==> src/rtl/updown_counter.sv <==
// Up/down modulo counter with load, clear, terminal-count and overflow reporting.
//
// Parameters:
//   WIDTH    - counter width in bits (2..32)
//   MODULUS  - count range is 0..MODULUS-1 (2..2^WIDTH)
//   SATURATE - 0: wrap at the boundaries, 1: hold at the boundaries
//
// Ports:
//   clock    in   sole clock, rising edge
//   reset    in   synchronous active-low reset
//   io_en    in   count enable for this cycle
//   io_up    in   direction, 1 = increment, 0 = decrement
//   io_clear in   synchronous clear of count, wrap pulse and sticky overflow
//   io_load  in   synchronous load of io_in (clamped to MODULUS-1)
//   io_in    in   load value
//   io_out   out  current count (register)
//   io_tc    out  terminal count, combinational
//   io_wrap  out  registered one-cycle pulse after a wrap
//   io_ovf   out  sticky overflow/underflow flag (register)
module updown_counter #(
  parameter int unsigned     WIDTH    = 4,
  parameter longint unsigned MODULUS  = 16,
  parameter bit              SATURATE = 1'b0
) (
  input  logic             clock,
  input  logic             reset,
  input  logic             io_en,
  input  logic             io_up,
  input  logic             io_clear,
  input  logic             io_load,
  input  logic [WIDTH-1:0] io_in,
  output logic [WIDTH-1:0] io_out,
  output logic             io_tc,
  output logic             io_wrap,
  output logic             io_ovf
);

  // MODULUS may equal 2^WIDTH, so only MODULUS-1 is ever represented in WIDTH bits.
  localparam logic [WIDTH-1:0] MaxCount = WIDTH'(MODULUS - 64'd1);

  logic [WIDTH-1:0] count_q, count_d;
  logic             wrap_q, wrap_d;
  logic             ovf_q, ovf_d;
  logic             boundary;

  always_comb begin
    boundary = io_en & (io_up ? (count_q == MaxCount) : (count_q == '0));
    io_tc    = boundary & ~io_clear & ~io_load;
  end

  always_comb begin
    count_d = count_q;
    wrap_d  = 1'b0;  // pulse: cleared unless a wrap happens this cycle
    ovf_d   = ovf_q;
    if (io_clear) begin
      count_d = '0;
      ovf_d   = 1'b0;
    end else if (io_load) begin
      count_d = (io_in > MaxCount) ? MaxCount : io_in;
    end else if (io_en) begin
      if (boundary) begin
        ovf_d  = 1'b1;
        wrap_d = !SATURATE;
        if (!SATURATE) begin
          count_d = io_up ? '0 : MaxCount;
        end
      end else begin
        // Non-boundary steps stay strictly inside 0..MaxCount, so no carry escapes.
        count_d = io_up ? count_q + 1'b1 : count_q - 1'b1;
      end
    end
  end

  always_ff @(posedge clock) begin
    if (!reset) begin
      count_q <= '0;
      wrap_q  <= 1'b0;
      ovf_q   <= 1'b0;
    end else begin
      count_q <= count_d;
      wrap_q  <= wrap_d;
      ovf_q   <= ovf_d;
    end
  end

  assign io_out  = count_q;
  assign io_wrap = wrap_q;
  assign io_ovf  = ovf_q;

endmodule

==> config.mk <==
export PLATFORM = sky130hd
export DESIGN_NAME = updown_counter
export DESIGN_NICKNAME = d
export VERILOG_FILES = /design/src/rtl/updown_counter.sv
export SDC_FILE = /design/constraint.sdc
export NUM_CORES = 1
export LEC_CHECK = 0
export BUFFER_PORTS_ARGS = -buffer_cell sky130_fd_sc_hd__buf_4
export CORE_AREA = 4 4 41 43
export DETAILED_ROUTE_END_ITERATION = 12
export DIE_AREA = 0 0 45 47
export GPL_ROUTABILITY_DRIVEN = 0
export RECOVER_POWER = 100
export SYNTH_ARGS = -nofsm -noshare
export SYNTH_HDL_FRONTEND = slang
export SYNTH_SLANG_ARGS = --single-unit
==> constraint.sdc <==
create_clock -name clock -period 1.7 [get_ports clock]
set_input_delay 0.17 -clock clock [delete_from_list [all_inputs] [get_ports clock]]
set_output_delay 0.17 -clock clock [all_outputs]
set_load 0.1 [all_outputs]
==> flow_summary_export.csv, run 1 <==
group,metric,value,unit
timing,tightest_slew,0.542,ns
pwr,peakVddDrop,0.000385,V
route,wl_per_cell,12.0,um
die,io_pins,17,
layout,fin_nets,91,
timing,rsz0062_at_grt,"yes",
worst_setup_path,critPathCaptureType,"primary output",
placement,place_area,589,um^2
die,die_w,45,um
global_route,grt_pass1_wl,1760,um
clocking,cts_buffer_depth,2,
global_route,grt_max_degree,11,
status,status,"complete, but fails checks",
synthesis,yosys.area.top_type,"dfxtp_1",
min_path,min_path_type,"input pin to register",
clocking,htree_levels,1,
layout,fin_util,0.511,
timing,setup_ws,-0.00662,ns
route,finalWirelength,1100,um
worst_setup_path,startpoint_type,"register",
status,violations,"negative setup slack",
layout,drive_gt1_frac,0.481,
timing,max-slew-margin-rel,0.640,
clocking,clk_latency,0.25,ns
synthesis,ys_ff_latch,6,
placement,portBuffers,16,
synthesis,synth_cell_types,26,
placement,detailedPlace.worstSlack,0.0772,ns
worst_setup_path,crit_arrival,1.54,ns
global_route,grt_util_met3,0.0766,
timing,slew_violations,0,
die,start_util,0.337,
route,vias,439,
pwr,leakage,0.300,nW
timing,hold_viol,0,
timing,layout_worst_path_cycle_share,1.00,
placement,dp_hpwl,763,um
clocking,cts_buffers,3,
global_route,grt_pass1_vias,422,
synthesis,synth_area,438,um^2
timing,skew,0.000892,ns
global_route,grt_use_met1,0.131,
synthesis,synthDominantCellAreaShare,0.274,
layout,area_growth,51.7,%
timing,fin_crit,1.71,ns
worst_setup_path,crit_type,"register to primary output",
route,via_per_inst,4.77,
global_route,grt-busiest-layer,"met2",
route,drc,0,
route,ant_nets,0,
synthesis,synth.avg_cell_area,8.26,um^2
clocking,cts-root-buf,"clkbuf_4",
synthesis,synthArstFlopShare,0,
synthesis,syn_inst,53,
layout,finish.instance_area,664,um^2
global_route,grtUsageTotal,0.120,
layout,diodes,0,
worst_setup_path,crit_fanout,5,
clocking,cts.sinks,6,
worst_setup_path,worst_ep_required_time,1.53,ns
timing,hold_ws,0.145,ns
synthesis,yosys-top-cells-area,"dfxtp_1 (27%), nor2_1 (8.6%), ha_1 (5.7%), nor4_4 (4.9%), a21oi_1 (4.6%)",
synthesis,ys_warn_count,0,
pwr,power.density,694,nW/um^2
route,first_pass_iters,2,
timing,max_freq,586,MHz
die,std_cell_rows,13,
clocking,cts_tree,"built",
route,drt-initial-drc-count,1,
synthesis,yosysMostFrequentCell,"nor2_1",
synthesis,synthFlopType,"dfxtp_1",
synthesis,synthTopCellsByCount,"nor2_1 (10), dfxtp_1 (6), a21oi_1 (4)",
global_route,antenna_found_initial,0,
die,core-area,1300,um^2
synthesis,syn_nets,66,
timing,setup_violations,1,
die,die_area,2120,um^2
die,die_h,47,um
synthesis,yosysSeqAreaShare,0.274,
synthesis,synth_edf_count,0,
global_route,use_met2,0.201,
global_route,grt_overflow_total,0,
job,cap_violations,0,
clocking,clk_pin_slew,0.05,ns
timing,setup_tns,-0.00662,ns
[kinds of logic (layout without fill, tap and decap cells)]
family,after synthesis,in the layout,synth area share
AOI/OAI and AO/OA,11,11,0.174
xor gates and xnor gates,3,3,0.0600
adders and majority gates,3,3,0.103
buffers and inverters,5,29,0.0486
DFF,6,6,0.274
muxes,1,1,0.0229
and+or+nand+nor,24,24,0.317
[cells in the final DEF (no fill, tap or decap), types with 3 or more instances in the layout]
cell	netlist	final
nor3_1	3	3
nand2b_1	3	3
dfxtp_4	0	4
buf_4	0	15
clkbuf_2	0	6
nor2_1	10	9
clkbuf_4	0	3
a21oi_1	4	3
inv_1	3	3
[metrics by stage]
| stage | cells | total power [mW] |
|---|---|---|
| floorplan | 53 | 0.260 |
| global placement | 82 | 0.298 |
| detailed placement | 82 | 0.297 |
| CTS | 89 | 0.459 |
| global route | 92 | 0.490 |
| finish | 92 | 0.461 |
[layout make-up]
cell class / count / area (um^2)
Clock buffer: 4 / 26.3
Fill cell: 139 / 637
Inverter: 3 / 11.3
Multi-Input combinational cell: 42 / 310
Sequential cell: 6 / 135
Tap cell: 15 / 18.8
Timing Repair Buffer: 22 / 163
[state kept, by name, summed over array words and instances, names as in the netlist]
name     cells
io_out       4
io_ovf       1
io_wrap      1
[power breakdown]
group / switching (mW) / total (mW) / internal, mW
clock network: 0.0620 / 0.152 / 0.0896
registers: 0.00927 / 0.153 / 0.144
logic: 0.0942 / 0.156 / 0.0622
[per-layer routing]
layer  vias to the layer above  routed length (um)  share of wire
met4                         0                   0              0
met1                       198                 414           0.38
met3                         0                  92          0.083
li1                        229                   -              -
met2                        12                 596           0.54
met5                         -                   0              0
[critical path, cell delays in order (launching register included)]
cell,delay [ns]
dfxtp_4,0.36
nor4_4,0.28
a22oi_2,0.09
or2_4,0.25
nor2_4,0.12
buf_12,0.18
[worst paths after layout]
path,to,startpoint,slack (ns),cells past startpoint
worst max-delay path,io_tc,io_out[1],-0.007,5
worst min-delay path,io_out[0],io_in[0],0.15,3
worst max register to register,io_out[3],io_out[1],0.11,7
worst min register to register,io_ovf,io_ovf,0.46,2
[repair_timing]
action,CTS,global route
hold buffers,0,0
endpoints found under the setup margin,1,1
setup buffers,3,3
gates resized for setup,3,2
pin swaps,4,4
(Power assumes the default switching activity.)
==> inputs of run 2 (changes only) <==
--- a/config.mk
+++ b/config.mk
@@ -7,6 +7,7 @@
 export LEC_CHECK = 0
 export BUFFER_PORTS_ARGS = -buffer_cell sky130_fd_sc_hd__buf_4
 export CORE_AREA = 4 4 41 43
+export CTS_BUF_LIST = sky130_fd_sc_hd__clkbuf_8
 export DETAILED_ROUTE_END_ITERATION = 12
 export DIE_AREA = 0 0 45 47
 export GPL_ROUTABILITY_DRIVEN = 0
==> run 2 against run 1 <==
- the flow now finishes without violations
- worst setup slack better by 0.024 ns
- register-to-register slack better by 0.10 ns
- final cell count is 1.1% lower
- critical endpoint unchanged
==> flow_summary_export.csv, run 2 (synthesis gave the netlist of run 1 again) <==
group,metric,value,unit
layout,diodes,0,
layout,area_growth,55.1,%
layout,layout_commonest_cell,"buf_4",
route,via_per_inst,4.74,
die,std_cell_rows,13,
route,first_pass_iters,2,
clocking,cts_tree,"built",
clocking,clk_latency,0.23,ns
die,core-area,1300,um^2
worst_setup_path,worst_ep_required_time,1.53,ns
worst_setup_path,cp_slowest_cell,"dfxtp_4",
worst_setup_path,startpoint_type,"register",
global_route,grt_pass1_vias,412,
worst_setup_path,cp_top_family,"simple AND/OR/NAND/NOR gates",
die,start_util,0.337,
route,drt-initial-drc-count,3,
pwr,power,0.538,mW
die,die_w,45,um
die,die_area,2120,um^2
timing,max-slew-margin-rel,0.642,
placement,portBuffers,16,
pwr,leakage,0.308,nW
route,ant_nets,0,
clocking,cts_buffers,3,
timing,max_freq,594,MHz
timing,rsz0062_at_grt,"yes",
status,status,"completed",
layout,fillers,134,
worst_setup_path,cp_cell_sequence,"nor4_4 > a22oi_2 > or2_4 > nor2_4 > buf_12",
timing,skew,0.000507,ns
pwr,power.density,792,nW/um^2
global_route,grt_pass1_wl,1700,um
clocking,cts_hold_buf,0,
clocking,clk_pin_slew,0.04,ns
die,io_pins,17,
route,finalWirelength,1020,um
timing,layout_worst_path_cycle_share,0.990,
timing,tightest_slew,0.540,ns
worst_setup_path,crit_start,"io_out[1]",
worst_setup_path,slowest_delay,0.36,ns
route,wl_per_cell,11.2,um
worst_setup_path,crit_fanout,6,
min_path,min_path_type,"input pin to register",
pwr,peakVddDrop,0.000456,V
clocking,cts-root-buf,"clkbuf_8",
global_route,antenna_found_initial,0,
global_route,grtUsageTotal,0.118,
layout,drive_gt1_frac,0.461,
worst_setup_path,critPathCaptureType,"primary output",
route,drc,0,
clocking,htree_levels,1,
die,die_h,47,um
timing,slew_violations,0,
layout,fin_nets,90,
clocking,cts_buffer_depth,2,
global_route,grt_max_degree,11,
worst_setup_path,crit_arrival,1.51,ns
worst_setup_path,r2r-start,"io_out[1]",
min_path,hp-start,"io_in[0]",
clocking,cts.sinks,6,
layout,fin_util,0.522,
global_route,grt_overflow_total,0,
timing,hold_viol,0,
job,cap_violations,0,
timing,fin_crit,1.68,ns
worst_setup_path,critical_path_buf_inv_count,1,
route,vias,431,
layout,layout_common_cells,"buf_4 (17), nor2_1 (9), inv_1 (4), a21oi_1 (4), dfxtp_4 (4)",
layout,largest_reg_flops,4,
placement,dp_hpwl,763,um
worst_setup_path,crit_type,"register to primary output",
timing,setup_violations,0,
## run 2: changes by cell type in the layout (fill, tap and decap cells not counted)
cell | before | now
clkbuf_4 | 3 | 0
inv_1 | 3 | 4
clkbuf_2 | 6 | 3
clkbuf_1 | 1 | 0
a21oi_2 | 2 | 1
a21oi_1 | 3 | 4
clkbuf_8 | 0 | 3
buf_4 | 15 | 17
## run 2: through the flow
step	setup TNS [ns]	area [um^2]	instances	hold slack, ns	worst slack [ns]
floorplan	-0.140	460	53	0.311	-0.140
global placement	0	589	82	0.405	0.0979
detailed placement	0	589	82	0.404	0.0772
CTS	-0.00582	669	89	0.165	-0.00582
global route	-0.0419	679	91	0.197	-0.0419
finish	0	679	91	0.166	0.0173
## run 2: final cells by class
cell class | instances | area (um^2) | share of cell area
clock buffer | 3 | 41.3 | 0.0608
clock inverter | 1 | 3.75 | 0.00552
inverter | 3 | 11.3 | 0.0166
multi-input combinational | 42 | 307 | 0.451
sequential | 6 | 135 | 0.199
tap | 15 | 18.8 | 0.0276
timing repair buffer | 21 | 163 | 0.239
## run 2: worst register-to-register path, cell delays in order (launching register included)
cell and delay, ns:
dfxtp_4 0.36, ha_1 0.27, a21o_1 0.18, a21oi_1 0.17, xnor2_1 0.15, mux2i_1 0.20, nor2_1 0.06
## run 2: layer usage
metal / vias up / part of all wire / global-route usage
li1: 226 / - / -
met1: 191 / 0.40 / 0.131
met2: 12 / 0.50 / 0.178
met3: 2 / 0.088 / 0.0766
met4: 0 / 0.013 / 0.0526
met5: - / 0 / 0
## run 2: power by group
group	switching (mW)	internal, mW
clock	0.0744	0.156
sequential	0.00943	0.145
combinational	0.0914	0.0622
total	0.175	0.363
## run 2: worst paths after layout
kind	slack (ns)	depth (start not counted)	to
min	0.17	3	io_out[0]
min reg2reg	0.45	2	io_ovf
max	0.02	5	io_tc
max reg2reg	0.21	6	io_out[3]
## run 2: timing repair
action | 4_1_cts | 5_1_grt
endpoints found under the setup margin | 1 | 1
endpoints found under the hold margin | 0 | 0
pin swaps | 4 | 2
buffers inserted | 3 | 2
resized for setup | 3 | 1
==> inputs of run 3 (changes only) <==
--- a/config.mk
+++ b/config.mk
@@ -6,10 +6,10 @@
 export NUM_CORES = 1
 export LEC_CHECK = 0
 export BUFFER_PORTS_ARGS = -buffer_cell sky130_fd_sc_hd__buf_4
-export CORE_AREA = 4 4 41 43
+export CORE_AREA = 2 2 39 41
 export CTS_BUF_LIST = sky130_fd_sc_hd__clkbuf_8
 export DETAILED_ROUTE_END_ITERATION = 12
-export DIE_AREA = 0 0 45 47
+export DIE_AREA = 0 0 41 43
 export GPL_ROUTABILITY_DRIVEN = 0
 export RECOVER_POWER = 100
 export SYNTH_ARGS = -nofsm -noshare
==> run 3 against run 2 <==
- worst setup slack got worse by 0.0069 ns
- non-clock buffer count increased by 1
- sequential share of layout area about the same
- sequential cell count unchanged
- hold slack improved by 0.010 ns
- critical path type unchanged
- largest cell class unchanged
==> flow_summary_export.csv, run 3 (synthesis gave the netlist of run 1 again) <==
group,metric,value,unit
global_route,grtUsageTotal,0.133,
layout,diodes,0,
layout,fin_util,0.492,
global_route,grt_overflow_total,0,
die,die_w,41,um
timing,max-slew-margin-rel,0.642,
timing,rsz0062_at_grt,"yes",
placement,dp_hpwl,673,um
worst_setup_path,crit_arrival,1.52,ns
min_path,min_path_type,"input pin to register",
layout,area_growth,55.4,%
timing,layout_worst_path_cycle_share,0.994,
worst_setup_path,crit_type,"register to primary output",
worst_setup_path,cp_slowest_cell,"dfxtp_4",
layout,drive_gt1_frac,0.455,
clocking,cts_buffers,3,
global_route,grt_max_degree,11,
worst_setup_path,slowest_delay,0.36,ns
worst_setup_path,crit_fanout,6,
pwr,leakage,0.309,nW
die,die_h,43,um
layout,layout_common_cells,"buf_4 (16), nor2_1 (9), clkbuf_2 (5)",
worst_setup_path,cp_top_family,"simple AND/OR/NAND/NOR gates",
route,vias,436,
layout,fin_nets,91,
layout,register_area,135,um^2
clocking,clk_latency,0.22,ns
clocking,cts.sinks,6,
layout,layout_commonest_cell,"buf_4",
timing,skew,0.00482,ns
clocking,cts-root-buf,"clkbuf_8",
route,via_per_inst,4.69,
die,start_util,0.316,
route,finalWirelength,928,um
route,drc,0,
clocking,htree_levels,1,
timing,hold_viol,0,
timing,setup_violations,0,
status,status,"completed",
worst_setup_path,startpoint_type,"register",
timing,fin_crit,1.69,ns
layout,fillers,135,
route,drt-initial-drc-count,10,
worst_setup_path,critical_path_buf_inv_count,1,
route,first_pass_iters,2,
clocking,cts_buffer_depth,2,
pwr,power.density,778,nW/um^2
placement,dp.cells,84,
clocking,clk_pin_slew,0.04,ns
timing,setup_ws,0.0104,ns
layout,largest_reg_flops,4,
timing,tightest_slew,0.539,ns
global_route,antenna_found_initial,0,
global_route,grt_pass1_wl,1600,um
layout,multi_input_area,304,um^2
layout,fin_cells,93,
worst_setup_path,critPathCaptureType,"primary output",
die,die_area,1760,um^2
route,wl_per_cell,9.98,um
placement,portBuffers,16,
pwr,peakVddDrop,0.000381,V
worst_setup_path,cp_cell_sequence,"nor4_4 > a22oi_2 > or2_4 > nor2_4 > buf_12",
worst_setup_path,worst_ep_required_time,1.53,ns
die,core-area,1380,um^2
die,std_cell_rows,14,
route,ant_nets,0,
placement,detailedPlace.worstSlack,0.102,ns
timing,hold_ws,0.176,ns
die,io_pins,17,
timing,slew_violations,0,
clocking,cts_hold_buf,0,
job,cap_violations,0,
pwr,power,0.529,mW
timing,max_freq,592,MHz
global_route,grt_pass1_vias,403,
clocking,cts_tree,"built",
## run 3: cell types whose count changed in the layout (fill, tap and decap cells not counted)
cell / delta
clkbuf_2: +2
and4_4: -1
and4_1: +1
buf_4: -1
## run 3: cell type report
class                   count  area share
multi-input cells          42       0.447
repair buffers             22       0.243
flip-flops and latches      6       0.199
clock buffers               3      0.0607
well taps                  16      0.0294
inverters                   3      0.0165
clock inverters             1     0.00551
## run 3: final timing paths
check | start | to | slack, ns | cells after the start
setup / recovery | io_out[1] | io_tc | 0.01 | 5
hold / removal | io_in[0] | io_out[0] | 0.18 | 3
setup reg to reg | io_out[1] | io_out[2] | 0.12 | 7
hold reg to reg | io_ovf | io_ovf | 0.45 | 2
## run 3: timing repair
action,CTS,global route
pin swaps,4,2
endpoints found under the setup margin,1,2
resized for setup,3,0
setup buffers,4,1
## run 3: power breakdown
part	internal (mW)	switching, mW	leakage, nW	total [mW]
registers	0.145	0.00979	0.0518	0.154
clock network	0.156	0.0657	0.0269	0.221
logic	0.0633	0.0906	0.231	0.154
## run 3: routing by layer
layer	routed length, um	global-route usage
met5	0	0
met4	7	0.0800
met3	61	0.0314
met2	397	0.172
met1	462	0.190
## run 3: stage by stage
| step | setup TNS (ns) | cell area, um^2 |
|---|---|---|
| floorplan | -0.140 | 460 |
| global placement | 0 | 598 |
| detailed placement | 0 | 598 |
| CTS | 0 | 686 |
| global route | -0.0581 | 681 |
| finish | 0 | 681 |
## run 3: worst register-to-register path: stages, from the launching register on
cell	delay (ns)
dfxtp_4	0.36
nor4_4	0.29
a22oi_2	0.09
buf_4	0.14
buf_4	0.12
buf_4	0.13
a221oi_1	0.27
nor3_1	0.07
